[src/rtl/mau_pkg.sv]
// mau_pkg: shared encodings for the memory access unit.
//   - access size encodings (byte/half/word; 2'd3 is illegal)
//   - FSM state encodings
//   - registered request struct
//   - helper returning (access bytes - 1) for the range check
package mau_pkg;

  localparam logic [1:0] SZ_BYTE = 2'd0;
  localparam logic [1:0] SZ_HALF = 2'd1;
  localparam logic [1:0] SZ_WORD = 2'd2;

  typedef enum logic [1:0] {
    ST_IDLE = 2'd0,
    ST_RD   = 2'd1,
    ST_WR   = 2'd2,
    ST_RESP = 2'd3
  } mau_state_e;

  typedef struct packed {
    logic [31:0] addr;   // already truncated to the access alignment
    logic [1:0]  size;
    logic        sgn;
    logic        we;
    logic [31:0] wdata;
  } mau_req_t;

  // Offset of the last byte touched by an access of this size.
  function automatic logic [2:0] size_bytes_m1(input logic [1:0] size);
    case (size)
      SZ_BYTE: size_bytes_m1 = 3'd0;
      SZ_HALF: size_bytes_m1 = 3'd1;
      default: size_bytes_m1 = 3'd3;
    endcase
  endfunction

endpackage

[src/rtl/mau_lane_logic.sv]
// mau_lane_logic: combinational byte-lane helper (little-endian lanes).
//   word_i   : memory word (read data or buffered word)
//   wdata_i  : right-aligned store data
//   lane_i   : byte offset within the word (addr[1:0])
//   size_i   : access size
//   sgn_i    : sign-extend loads when 1
//   ext_o    : extracted and extended load value
//   merged_o : word_i with the addressed lane(s) replaced by wdata_i
module mau_lane_logic
  import mau_pkg::*;
(
  input  logic [31:0] word_i,
  input  logic [31:0] wdata_i,
  input  logic [1:0]  lane_i,
  input  logic [1:0]  size_i,
  input  logic        sgn_i,
  output logic [31:0] ext_o,
  output logic [31:0] merged_o
);

  logic [4:0]  sh;
  logic [31:0] shifted;
  logic [31:0] mask;

  assign sh = {lane_i, 3'b000};

  always_comb begin
    shifted = word_i >> sh;
    ext_o   = word_i;
    mask    = '1;
    case (size_i)
      SZ_BYTE: begin
        ext_o = {{24{sgn_i & shifted[7]}}, shifted[7:0]};
        mask  = 32'h0000_00ff << sh;
      end
      SZ_HALF: begin
        ext_o = {{16{sgn_i & shifted[15]}}, shifted[15:0]};
        mask  = 32'h0000_ffff << sh;
      end
      default: ;
    endcase
    // Word size: mask is all ones and sh is zero, so this yields wdata_i.
    merged_o = (word_i & ~mask) | ((wdata_i << sh) & mask);
  end

endmodule

[src/rtl/mem_access_unit.sv]
// mem_access_unit: load/store initiator for the word-addressed data memory.
// Sub-word stores are done as read-modify-write; loads are sign/zero extended.
//
// Ports:
//   clk, reset                      : clock, synchronous active-high reset
//   req_valid/req_ready             : request handshake (ready only in IDLE)
//   req_we, req_size, req_signed    : store/load, size, load extension
//   req_addr, req_wdata             : byte address, right-aligned store data
//   resp_valid, resp_rdata, resp_err: one-cycle completion pulse with data/error
//   mem_a, mem_we, mem_wd, mem_rd   : data_memory interface (combinational read)
//
// Build option: define MAU_MISALIGN_TRAP_EN to report misaligned half/word
// accesses as errors; otherwise low address bits are truncated to alignment.
module mem_access_unit
  import mau_pkg::*;
#(
  parameter int unsigned MEM_BYTES   = 2064,
  parameter logic [31:0] RESET_RDATA = 32'h0
) (
  input  logic        clk,
  input  logic        reset,
  input  logic        req_valid,
  output logic        req_ready,
  input  logic        req_we,
  input  logic [1:0]  req_size,
  input  logic        req_signed,
  input  logic [31:0] req_addr,
  input  logic [31:0] req_wdata,
  output logic        resp_valid,
  output logic [31:0] resp_rdata,
  output logic        resp_err,
  output logic [31:0] mem_a,
  output logic        mem_we,
  output logic [31:0] mem_wd,
  input  logic [31:0] mem_rd
);

  mau_state_e  state_q, state_d;
  mau_req_t    req_q, req_d;
  logic [31:0] word_buf_q, word_buf_d;
  logic [31:0] rdata_q, rdata_d;
  logic        err_q, err_d;

  logic        size_bad, range_bad, acc_err;
  logic [32:0] end_addr;
  logic [31:0] addr_aligned;
  logic [31:0] lane_word, ext, merged;
  logic        wr_en;

  // Decode of the incoming request; 33-bit sum so a wrap past 2^32 still
  // counts as out of range.
  always_comb begin
    size_bad  = (req_size == 2'd3);
    end_addr  = {1'b0, req_addr} + {30'd0, size_bytes_m1(req_size)};
    range_bad = (end_addr >= 33'(MEM_BYTES));
    addr_aligned = req_addr;
    if (req_size == SZ_HALF)      addr_aligned[0]   = 1'b0;
    else if (req_size == SZ_WORD) addr_aligned[1:0] = 2'b00;
`ifdef MAU_MISALIGN_TRAP_EN
    acc_err = size_bad | range_bad |
              ((req_size == SZ_HALF) && req_addr[0]) |
              ((req_size == SZ_WORD) && (req_addr[1:0] != 2'b00));
`else
    acc_err = size_bad | range_bad;
`endif
  end

  // Extraction works on live read data; merging works on the buffered word.
  assign lane_word = (state_q == ST_WR) ? word_buf_q : mem_rd;

  mau_lane_logic u_lane (
    .word_i   (lane_word),
    .wdata_i  (req_q.wdata),
    .lane_i   (req_q.addr[1:0]),
    .size_i   (req_q.size),
    .sgn_i    (req_q.sgn),
    .ext_o    (ext),
    .merged_o (merged)
  );

  always_comb begin
    state_d    = state_q;
    req_d      = req_q;
    word_buf_d = word_buf_q;
    rdata_d    = rdata_q;
    err_d      = err_q;
    mem_a      = '0;
    mem_wd     = '0;
    wr_en      = 1'b0;
    case (state_q)
      ST_IDLE: begin
        if (req_valid) begin
          req_d.addr  = addr_aligned;
          req_d.size  = req_size;
          req_d.sgn   = req_signed;
          req_d.we    = req_we;
          req_d.wdata = req_wdata;
          err_d       = acc_err;
          rdata_d     = acc_err ? RESET_RDATA : '0;
          if (acc_err)                            state_d = ST_RESP;
          else if (!req_we || req_size != SZ_WORD) state_d = ST_RD;
          else                                    state_d = ST_WR;
        end
      end
      ST_RD: begin
        mem_a      = {req_q.addr[31:2], 2'b00};
        word_buf_d = mem_rd;
        if (!req_q.we) begin
          rdata_d = ext;
          state_d = ST_RESP;
        end else begin
          state_d = ST_WR;
        end
      end
      ST_WR: begin
        mem_a   = {req_q.addr[31:2], 2'b00};
        wr_en   = 1'b1;
        mem_wd  = (req_q.size == SZ_WORD) ? req_q.wdata : merged;
        state_d = ST_RESP;
      end
      ST_RESP: state_d = ST_IDLE;
      default: state_d = ST_IDLE;
    endcase
  end

  always_ff @(posedge clk) begin
    if (reset) begin
      state_q    <= ST_IDLE;
      req_q      <= '0;
      word_buf_q <= '0;
      rdata_q    <= RESET_RDATA;
      err_q      <= 1'b0;
    end else begin
      state_q    <= state_d;
      req_q      <= req_d;
      word_buf_q <= word_buf_d;
      rdata_q    <= rdata_d;
      err_q      <= err_d;
    end
  end

  assign req_ready  = (state_q == ST_IDLE);
  assign resp_valid = (state_q == ST_RESP);
  assign resp_rdata = rdata_q;
  assign resp_err   = err_q;
  // Reset is synchronous, so the FSM can still sit in WR during a reset cycle.
  assign mem_we     = wr_en & ~reset;

endmodule

[config.mk]
export PLATFORM = sky130hd
export DESIGN_NAME = mem_access_unit
export DESIGN_NICKNAME = d
export VERILOG_FILES = /design/src/rtl/mau_pkg.sv /design/src/rtl/mau_lane_logic.sv /design/src/rtl/mem_access_unit.sv
export SDC_FILE = /design/constraint.sdc
export NUM_CORES = 1
export LEC_CHECK = 0
export ABC_AREA = 1
export BUFFER_PORTS_ARGS = -buffer_cell sky130_fd_sc_hd__buf_2
export CORE_MARGIN = 5
export CORE_UTILIZATION = 39
export CTS_BUF_LIST = sky130_fd_sc_hd__clkbuf_8
export DETAILED_ROUTE_END_ITERATION = 6
export PLACE_DENSITY_LB_ADDON = 0.3
export REMOVE_ABC_BUFFERS = 1
export SYNTH_ARGS = -nofsm -noshare
export SYNTH_HDL_FRONTEND = slang
export SYNTH_SLANG_ARGS = --single-unit
[constraint.sdc]
create_clock -name clk -period 3.5 [get_ports clk]
set_input_delay 0.875 -clock clk [delete_from_list [all_inputs] [get_ports clk]]
set_output_delay 0.875 -clock clk [all_outputs]
set_load 0.02 [all_outputs]
==> impl_metrics.ini, run 1 <==
[sta]
setup_repair_after_global_routing_missed_its_margin = yes
min_period_ns = 3.514
finClkSkew_ns = 0.01803
report.final.setup_viol = 1
max_slew_violation_total_from_the_final_report = 0
hold_viol_final = 0
fin_worst_setup_slack_ns = -0.01376
tightest_slew_ns = 0.7801
min_period_over_period = 1.004
fmax_ghz = 0.2846
timing.slew.headroom = 0.4744

[worst_setup_path]
cell_chain_critical_path = inv_1 -> ha_2 -> inv_1 -> o21ai_0 -> o211ai_1 -> o211ai_1 -> inv_1 -> buf_2
timing.critical_path.slowest_stage_cell = sky130_fd_sc_hd__o21ai_0
crit_arrival_ns = 2.64
worstPathRequired_ns = 2.62
startpoint_type = flop
timing.reg2reg.worst_path_depth = 14
critical_path.endpoint_type = output pin
rrSetupSlack_ns = 0.86
timing.rr.end = resp_rdata[11]
critical_path.n_buffers_inverters = 4
critical-path-top-cell-by-count = sky130_fd_sc_hd__inv_1
timing.rr.start = state_q[0]
path_class = reg2out
cp_max_fo = 17
critical-path-top-delay-family = compound AO/OA/AOI/OAI gates
cpPeakStageDelay_ns = 0.72

[grt]
grt_antenna_before_repair = 6
groute.usage.overall = 0.2366
grt_pass1_vias = 8613
wire_length_of_the_first_global_routing_pass_um = 44960
pin_count_of_the_biggest_net_entering_global_routing = 50
globalRouteOverflowTotal = 0

[clock_tree]
tritoncts_num_sinks = 135
clkLatencyLatePin_ns = 0.47
clk_root_buffer_cell = sky130_fd_sc_hd__clkbuf_8
number_of_levels_in_the_clock_h_tree = 4
tritoncts = yes
numCtsBuffers = 17
clock_tree.buffer_depth = 2
clk_transition_reported_paths_ns = 0.08

[floorplan]
chipHeight_um = 152.6
io_pins = 203
fp-row-count = 52
die_area_um2 = 23280
die-width_um = 152.6
coreArea_um2 = 20100
floorplan.initialDensity = 0.3944

[finish]
layout.cells.non_filler = 1723
final.fill_count = 2123
design.final.nets = 1551
final_cell_utilization_of_the_core = 0.4771
multi_input_area_um2 = 4444
synthToLayoutAreaGrowth_pct = 20.97
layout.area.seq_um2 = 2706
final_cell_area_um2 = 9592
layout_cell_share_with_drive_strength_beyond_1 = 0.1908

[placed_design]
routability_congestion = 0.9466
post-dp-hpwl_um = 21160
dp_worst_setup_slack_ns = 0.2879
port_buffers = 200
placed_cell_area_um2 = 9173
place.detailed.instances = 1692

[job]
maxCapViolCount = 0

[drt]
detail-route-antenna-nets = 0
routed_wirelength_um = 28480
vias = 9111
routed_via_density = 5.288
wire_per_inst_um = 16.53
drc = 0
first_iter_violations = 684
drt-pass1-iter-count = 6

[synthesis]
post_synth_num_cell_types = 40
synthCells = 1271
area_contributors_post_synth = sky130_fd_sc_hd__dfxtp_1 34%, sky130_fd_sc_hd__nand2_1 14%, sky130_fd_sc_hd__nor2_1 10%
synth-edff-count = 0
ys_ff_latch = 135
ys_warn_count = 0
synth_largest_type_area_fraction = 0.3409
netlist_area_pre_place_um2 = 7929
postSynth.asyncResetShare = 0
synth.yosys.seq_area_share = 0.3409
synth_top_cells_by_count = 289 x sky130_fd_sc_hd__nand2_1, 213 x sky130_fd_sc_hd__nor2_1, 151 x sky130_fd_sc_hd__o21ai_0
ys.flop_type = sky130_fd_sc_hd__dfxtp_1
synth_most_common_cell = sky130_fd_sc_hd__nand2_1
synth_largest_area_cell = sky130_fd_sc_hd__dfxtp_1
syn_area_per_cell_um2 = 6.238

[hold_path]
min_to = resp_rdata[30]
min_path_type = reg2reg
min_from = resp_rdata[30]
timing.hold.worst_path_depth = 2

[pwr]
fin_total_pwr_mw = 6.105
power_per_cell_area_nw_per_um2 = 636.5
worst_ir_drop_vdd_uv = 319.5
total_leakage_power_nw = 4.656

[outcome]
status = finished, violations left
violations_in_the_final_reports = setup timing
## layer usage
metal,global-route usage,part of all wire
met1,0.2924,0.41
met2,0.4011,0.48
met3,0.06305,0.080
met4,0.07807,0.027
met5,0,0.0021
## worst reg2reg max path, delay by kind of cell (launching register included)
kind            cells  cell delay, ns
buf+inv             3            0.76
simple gates        7            0.87
fa+ha+maj           1            0.22
flops               1            0.34
compound gates      3            0.41
## state kept, by name (all words and copies together), names as in the netlist
| signal | flops |
|---|---|
| req_q | 68 |
| state_q | 2 |
| resp_err | 1 |
| resp_rdata | 32 |
| word_buf_q | 32 |
## worst max path at each step
| stage | start | to | slack, ns | depth (start not counted) |
|---|---|---|---|---|
| 2_1_floorplan | req_valid | resp_rdata[21] | -0.61 | 5 |
| 3_3_place_gp | req_size[1] | state_q[1] | 0.32 | 15 |
| 5_1_grt | state_q[0] | mem_wd[14] | -0.09 | 8 |
| 4_1_cts | state_q[0] | mem_wd[14] | 0.004 | 8 |
| 3_5_place_dp | req_size[1] | resp_err | 0.29 | 15 |
| 6_report | state_q[0] | mem_wd[14] | -0.01 | 8 |
## stage by stage
stage	TNS (ns)	hold slack (ns)
2_1_floorplan	-20.51	0.4508
5_1_grt	-0.3902	0.4855
3_5_place_dp	0	0.4546
4_1_cts	0	0.4673
3_3_place_gp	0	0.4502
6_report	-0.01376	0.4646
## layout by cell type (no fill, tap or decap), drive strengths merged, types with 16 or more instances in the layout
cell type    n
nand3       35
o211ai      16
o221ai      18
o21ai      154
clkbuf      17
nand2      294
o22ai       29
inv        131
nor2       217
a21oi      102
buf        224
dfxtp      135
## logic make-up after synthesis
kind of cell             after synthesis  synth area share
AND/OR/NAND/NOR                      563            0.2825
AO/OA/AOI/OAI                        348            0.2471
buffers and inverters                203            0.1005
flip-flops                           135            0.3409
adder cells (fa/ha/maj)                7           0.01199
XOR/XNOR                               7          0.007733
multiplexers                           7          0.008837
other                                  1         0.0004730
## report_power, final
| part | internal (mW) | switching, mW | total [mW] |
|---|---|---|---|
| sequential | 1.85 | 0.208 | 2.05 |
| combinational | 0.807 | 1.85 | 2.66 |
| clock | 0.706 | 0.683 | 1.39 |
| total | 3.36 | 2.75 | 6.10 |
## area by class of cell
type / count / area share
multi-input combinational: 934 / 0.4633
sequential: 135 / 0.2822
timing repair buffer: 224 / 0.1258
inverter: 129 / 0.05087
tap: 270 / 0.03522
clock buffer: 17 / 0.02439
clock inverter: 13 / 0.01800
antenna: 1 / 0.0002609
## what timing repair did
action	4_1_cts	5_1_grt
pin swaps	0	0
hold buffers	0	0
endpoints found under the hold margin	0	0
resized for setup	1	8
setup endpoints to repair	7	14
setup buffers	0	0
Note: power is estimated with default switching activity, not from simulation.
==> run 2, diff against run 1 <==
CORE_MARGIN = 2   (was 5)
clock period = 3.8 ns   (was 3.5 ns; I/O delays follow)
==> run 2 against run 1 <==
The run now ends clean. Critical path depth unchanged. Clock skew down 0.0030 ns. Register-to-register slack better by 0.20 ns. Sequential share of layout area down 0.12 points. Clock-buffer cell count unchanged. Sequential power down 8%. Wire length down 1.9%. First-iteration DRC count down 11%. Worst hold slack about the same. Combinational power down 7%. Largest cell class unchanged. Largest power group unchanged.
==> impl_metrics.ini, run 2 (synthesized netlist as in run 1, its figures left out) <==
[drt]
vias = 9115
routed_via_density = 5.263
drc = 0
drt-pass1-iter-count = 5
wire_per_inst_um = 16.14
detail-route-antenna-nets = 0
first_iter_violations = 607
routed_wirelength_um = 27950

[worst_setup_path]
rrSetupSlack_ns = 1.06
cell_chain_critical_path = inv_1 -> ha_2 -> inv_1 -> o21ai_0 -> o211ai_1 -> o211ai_1 -> inv_1 -> buf_2
worstPathRequired_ns = 2.85
critical-path-top-cell-by-count = sky130_fd_sc_hd__inv_1
cpPeakStageDelay_ns = 0.51
critical_path.endpoint_type = output pin
crit_arrival_ns = 2.66
path_class = reg2out
cp_max_fo = 19
startpoint_type = flop
timing.critical_path.slowest_stage_cell = sky130_fd_sc_hd__inv_1

[floorplan]
chipHeight_um = 146.6
floorplan.initialDensity = 0.3944
fp-row-count = 52
die_area_um2 = 21490
die-width_um = 146.6
io_pins = 203
coreArea_um2 = 20100

[clock_tree]
numCtsBuffers = 17
clk_root_buffer_cell = sky130_fd_sc_hd__clkbuf_8
clkLatencyLatePin_ns = 0.47
tritoncts_num_sinks = 135
post-cts-setup-buffer-count = 0
clk_transition_reported_paths_ns = 0.08
number_of_levels_in_the_clock_h_tree = 4
clock_tree.buffer_depth = 2
tritoncts = yes

[grt]
grt_antenna_before_repair = 5
groute.usage.overall = 0.2556
grt_pass1_vias = 8473
wire_length_of_the_first_global_routing_pass_um = 43750
globalRouteOverflowTotal = 0
pin_count_of_the_biggest_net_entering_global_routing = 70

[sta]
timing.slew.headroom = 0.5376
tightest_slew_ns = 0.6929
hold_viol_final = 0
finClkSkew_ns = 0.01502
setup_repair_after_global_routing_missed_its_margin = no
min_period_ns = 3.607
max_slew_violation_total_from_the_final_report = 0
report.final.setup_viol = 0
fin_worst_setup_slack_ns = 0.1933
min_period_over_period = 0.9491
fin_tns_setup_ns = 0
fmax_ghz = 0.2773

[pwr]
worst_ir_drop_vdd_uv = 260.3
total_leakage_power_nw = 4.699
power_per_cell_area_nw_per_um2 = 587.0

[finish]
largest_reg_flops = 68
final_common_cell = sky130_fd_sc_hd__nand2_1
final_cell_utilization_of_the_core = 0.4787
synthToLayoutAreaGrowth_pct = 21.38
design.final.nets = 1557
top_register = req_q
commonest_non_fill_non_tap_cells_in_the_layout = 288 x sky130_fd_sc_hd__nand2_1, 213 x sky130_fd_sc_hd__nor2_1, 200 x sky130_fd_sc_hd__buf_2, 151 x sky130_fd_sc_hd__o21ai_0, 134 x sky130_fd_sc_hd__dfxtp_1
layout_cell_share_with_drive_strength_beyond_1 = 0.1925

[placed_design]
dp_worst_setup_slack_ns = 0.5137
post-dp-hpwl_um = 20620
routability_congestion = 0.9412
port_buffers = 200

[hold_path]
min_path_type = reg2reg

[job]
maxCapViolCount = 0

[outcome]
status = finished clean
run 2: where the power goes:
group,leakage [nW],internal [mW],switching [mW]
Clock,0.210,0.653,0.635
Combinational,3.38,0.760,1.71
Sequential,1.11,1.70,0.192
Total,4.70,3.11,2.54
run 2: what timing repair did:
item,in CTS,in global routing
resized for setup,0,1
endpoints found under the setup margin,0,7
hold buffers,0,0
run 2: final timing paths:
check,from,to,depth (start not counted)
worst min-delay path,resp_rdata[10],resp_rdata[10],2
worst min register to register,resp_rdata[10],resp_rdata[10],2
worst max-delay path,state_q[0],mem_wd[13],8
worst max register to register,state_q[0],resp_rdata[8],14
run 2: layout make-up:
| class | count | area [µm²] |
|---|---|---|
| Fill cell | 2123 | 10480 |
| Multi-Input combinational cell | 934 | 4442 |
| Sequential cell | 135 | 2704 |
| Timing Repair Buffer | 230 | 1239 |
| Inverter | 129 | 484.2 |
| Tap cell | 270 | 337.8 |
| Clock buffer | 17 | 234.0 |
| Clock inverter | 15 | 178.9 |
| Antenna cell | 2 | 5.005 |
run 2: stage by stage:
stage	cell area [µm²]	instances	power [mW]	hold WS, ns
floorplan	7620	1198	3.429	0.4508
global placement	9205	1698	4.329	0.4507
CTS	9618	1730	5.636	0.4667
global route	9622	1731	6.011	0.4824
detailed placement	9205	1698	4.355	0.4539
finish	9624	1732	5.650	0.4650
run 2: per-layer routing:
metal | part of all wire | track usage | vias to the layer above
met4 | 0.024 | 0.08883 | 6
met1 | 0.42 | 0.3141 | 4160
met3 | 0.080 | 0.06406 | 55
li1 | - | - | 4513
met2 | 0.48 | 0.4354 | 381
met5 | 0.0016 | 0 | -
run 2: worst max-delay path, delay by kind of cell (launching register included):
family | cells | cell delay, ns
buffers and inverters | 4 | 0.82
AO/OA/AOI/OAI | 3 | 0.77
flip-flops | 1 | 0.39
adder cells (fa/ha/maj) | 1 | 0.21
==> run 3, diff against run 2 <==
CORE_UTILIZATION = 54   (was 39)
CTS_BUF_LIST = default   (was sky130_fd_sc_hd__clkbuf_8)
==> run 3 against run 2 <==
Sequential cell count unchanged. Utilization up 19 points. Clock skew down 0.0073 ns. Maximum frequency down 0.52%. Combinational power down 2%. Highest routed layer is now met4.
==> impl_metrics.ini, run 3 (synthesized netlist as in run 1, its figures left out) <==
[pwr]
worst_ir_drop_vdd_uv = 366.5
total_leakage_power_nw = 4.735
fin_total_pwr_mw = 6.008
power_per_cell_area_nw_per_um2 = 621.9

[grt]
wire_length_of_the_first_global_routing_pass_um = 41440
grt_pass1_vias = 8398
grt_antenna_before_repair = 1
globalRouteOverflowTotal = 0
groute.usage.overall = 0.3273
pin_count_of_the_biggest_net_entering_global_routing = 70

[finish]
final_cell_utilization_of_the_core = 0.6698
top_register = req_q
final_cell_area_um2 = 9661
commonest_non_fill_non_tap_cells_in_the_layout = 288 x sky130_fd_sc_hd__nand2_1, 213 x sky130_fd_sc_hd__nor2_1, 200 x sky130_fd_sc_hd__buf_2, 147 x sky130_fd_sc_hd__o21ai_0, 134 x sky130_fd_sc_hd__dfxtp_1
synthToLayoutAreaGrowth_pct = 21.84
design.final.nets = 1549
final.fill_count = 1388
layout_cell_share_with_drive_strength_beyond_1 = 0.1895
final_common_cell = sky130_fd_sc_hd__nand2_1
largest_reg_flops = 68

[worst_setup_path]
crit_arrival_ns = 2.68
startpoint_type = flop
timing.critical_path.slowest_stage_cell = sky130_fd_sc_hd__o21ai_0
critical_path.endpoint_type = output pin
cpPeakStageDelay_ns = 0.67
worstPathRequired_ns = 2.85
path_class = reg2out
critical_path.n_buffers_inverters = 4
cp_max_fo = 17
critical-path-top-delay-family = compound AO/OA/AOI/OAI gates
cell_chain_critical_path = inv_1 -> ha_2 -> clkinvlp_4 -> o21ai_0 -> o211ai_1 -> o211ai_1 -> inv_1 -> buf_2

[clock_tree]
clk_root_buffer_cell = sky130_fd_sc_hd__clkbuf_16
clkLatencyLatePin_ns = 0.43
tritoncts = yes
tritoncts_num_sinks = 135
clk_transition_reported_paths_ns = 0.06
clock_tree.buffer_depth = 2
numCtsBuffers = 17
number_of_levels_in_the_clock_h_tree = 4

[drt]
drc = 0
routed_wirelength_um = 26220
first_iter_violations = 1057
vias = 9252
drt-pass1-iter-count = 6
wire_per_inst_um = 16.02
detail-route-antenna-nets = 0
routed_via_density = 5.655

[floorplan]
fp-row-count = 44
die-width_um = 125.2
chipHeight_um = 125.2
coreArea_um2 = 14420
die_area_um2 = 15670
floorplan.initialDensity = 0.5497
io_pins = 203

[sta]
tightest_slew_ns = 0.6922
finClkSkew_ns = 0.007741
fin_tns_setup_ns = 0
fmax_ghz = 0.2758
hold_viol_final = 0
min_period_over_period = 0.9541
min_period_ns = 3.626
timing.slew.headroom = 0.5369
fin_worst_setup_slack_ns = 0.1743
report.final.setup_viol = 0
max_slew_violation_total_from_the_final_report = 0

[placed_design]
post-dp-hpwl_um = 19030
port_buffers = 200
placed_cell_area_um2 = 9050
dp_worst_setup_slack_ns = 0.5376
routability_congestion = 0.9319

[outcome]
status = finished clean

[job]
maxCapViolCount = 0

[hold_path]
min_path_type = reg2reg
==> run 3: repair_timing <==
item                                    CTS  global route
hold buffers                              0             0
setup buffers                             0             0
endpoints found under the setup margin    0             6
gates resized for setup                   0             6
==> run 3: worst paths after layout <==
| kind | slack [ns] | to | from | cells after the start |
|---|---|---|---|---|
| worst max-delay path | 0.17 | mem_wd[10] | state_q[0] | 8 |
| worst min-delay path | 0.46 | resp_rdata[30] | resp_rdata[30] | 2 |
| worst max register to register | 1.14 | resp_rdata[12] | state_q[0] | 12 |
| worst min register to register | 0.46 | resp_rdata[30] | resp_rdata[30] | 2 |
==> run 3: worst reg2reg max path: cells and delay by family, from the launching register on <==
kind                     cells  cell delay, ns
buffers and inverters        2            0.28
AO/OA/AOI/OAI                4            1.02
AND/OR/NAND/NOR              5            0.67
adder cells (fa/ha/maj)      1            0.23
flip-flops                   1            0.40
==> run 3: layer usage <==
| layer | vias to the layer above | global-route usage | part of all wire |
|---|---|---|---|
| met5 | - | 0 | 0 |
| met4 | 0 | 0.1542 | 0.042 |
| met3 | 94 | 0.07274 | 0.090 |
| met2 | 494 | 0.5575 | 0.48 |
| met1 | 4145 | 0.3930 | 0.39 |
| li1 | 4519 | - | - |
==> run 3: cell type report <==
class / count / area, µm² / share of cell area
multi-input cells: 934 / 4442 / 0.4598
flip-flops and latches: 135 / 2704 / 0.2799
repair buffers: 222 / 1191 / 0.1233
inverters: 129 / 488.0 / 0.05051
clock buffers: 17 / 425.4 / 0.04404
well taps: 184 / 230.2 / 0.02383
clock inverters: 14 / 177.7 / 0.01839
diodes: 1 / 2.502 / 0.0002590
==> run 3: through the flow <==
stage,std cells,hold slack (ns)
finish,1636,0.4621
global route,1635,0.4797
global placement,1604,0.4522
CTS,1635,0.4627
floorplan,1198,0.4508
detailed placement,1604,0.4532
==> run 3: report_power, final <==
group | switching (mW) | internal [mW]
Sequential | 0.187 | 1.70
Combinational | 1.69 | 0.738
Clock | 0.660 | 1.03
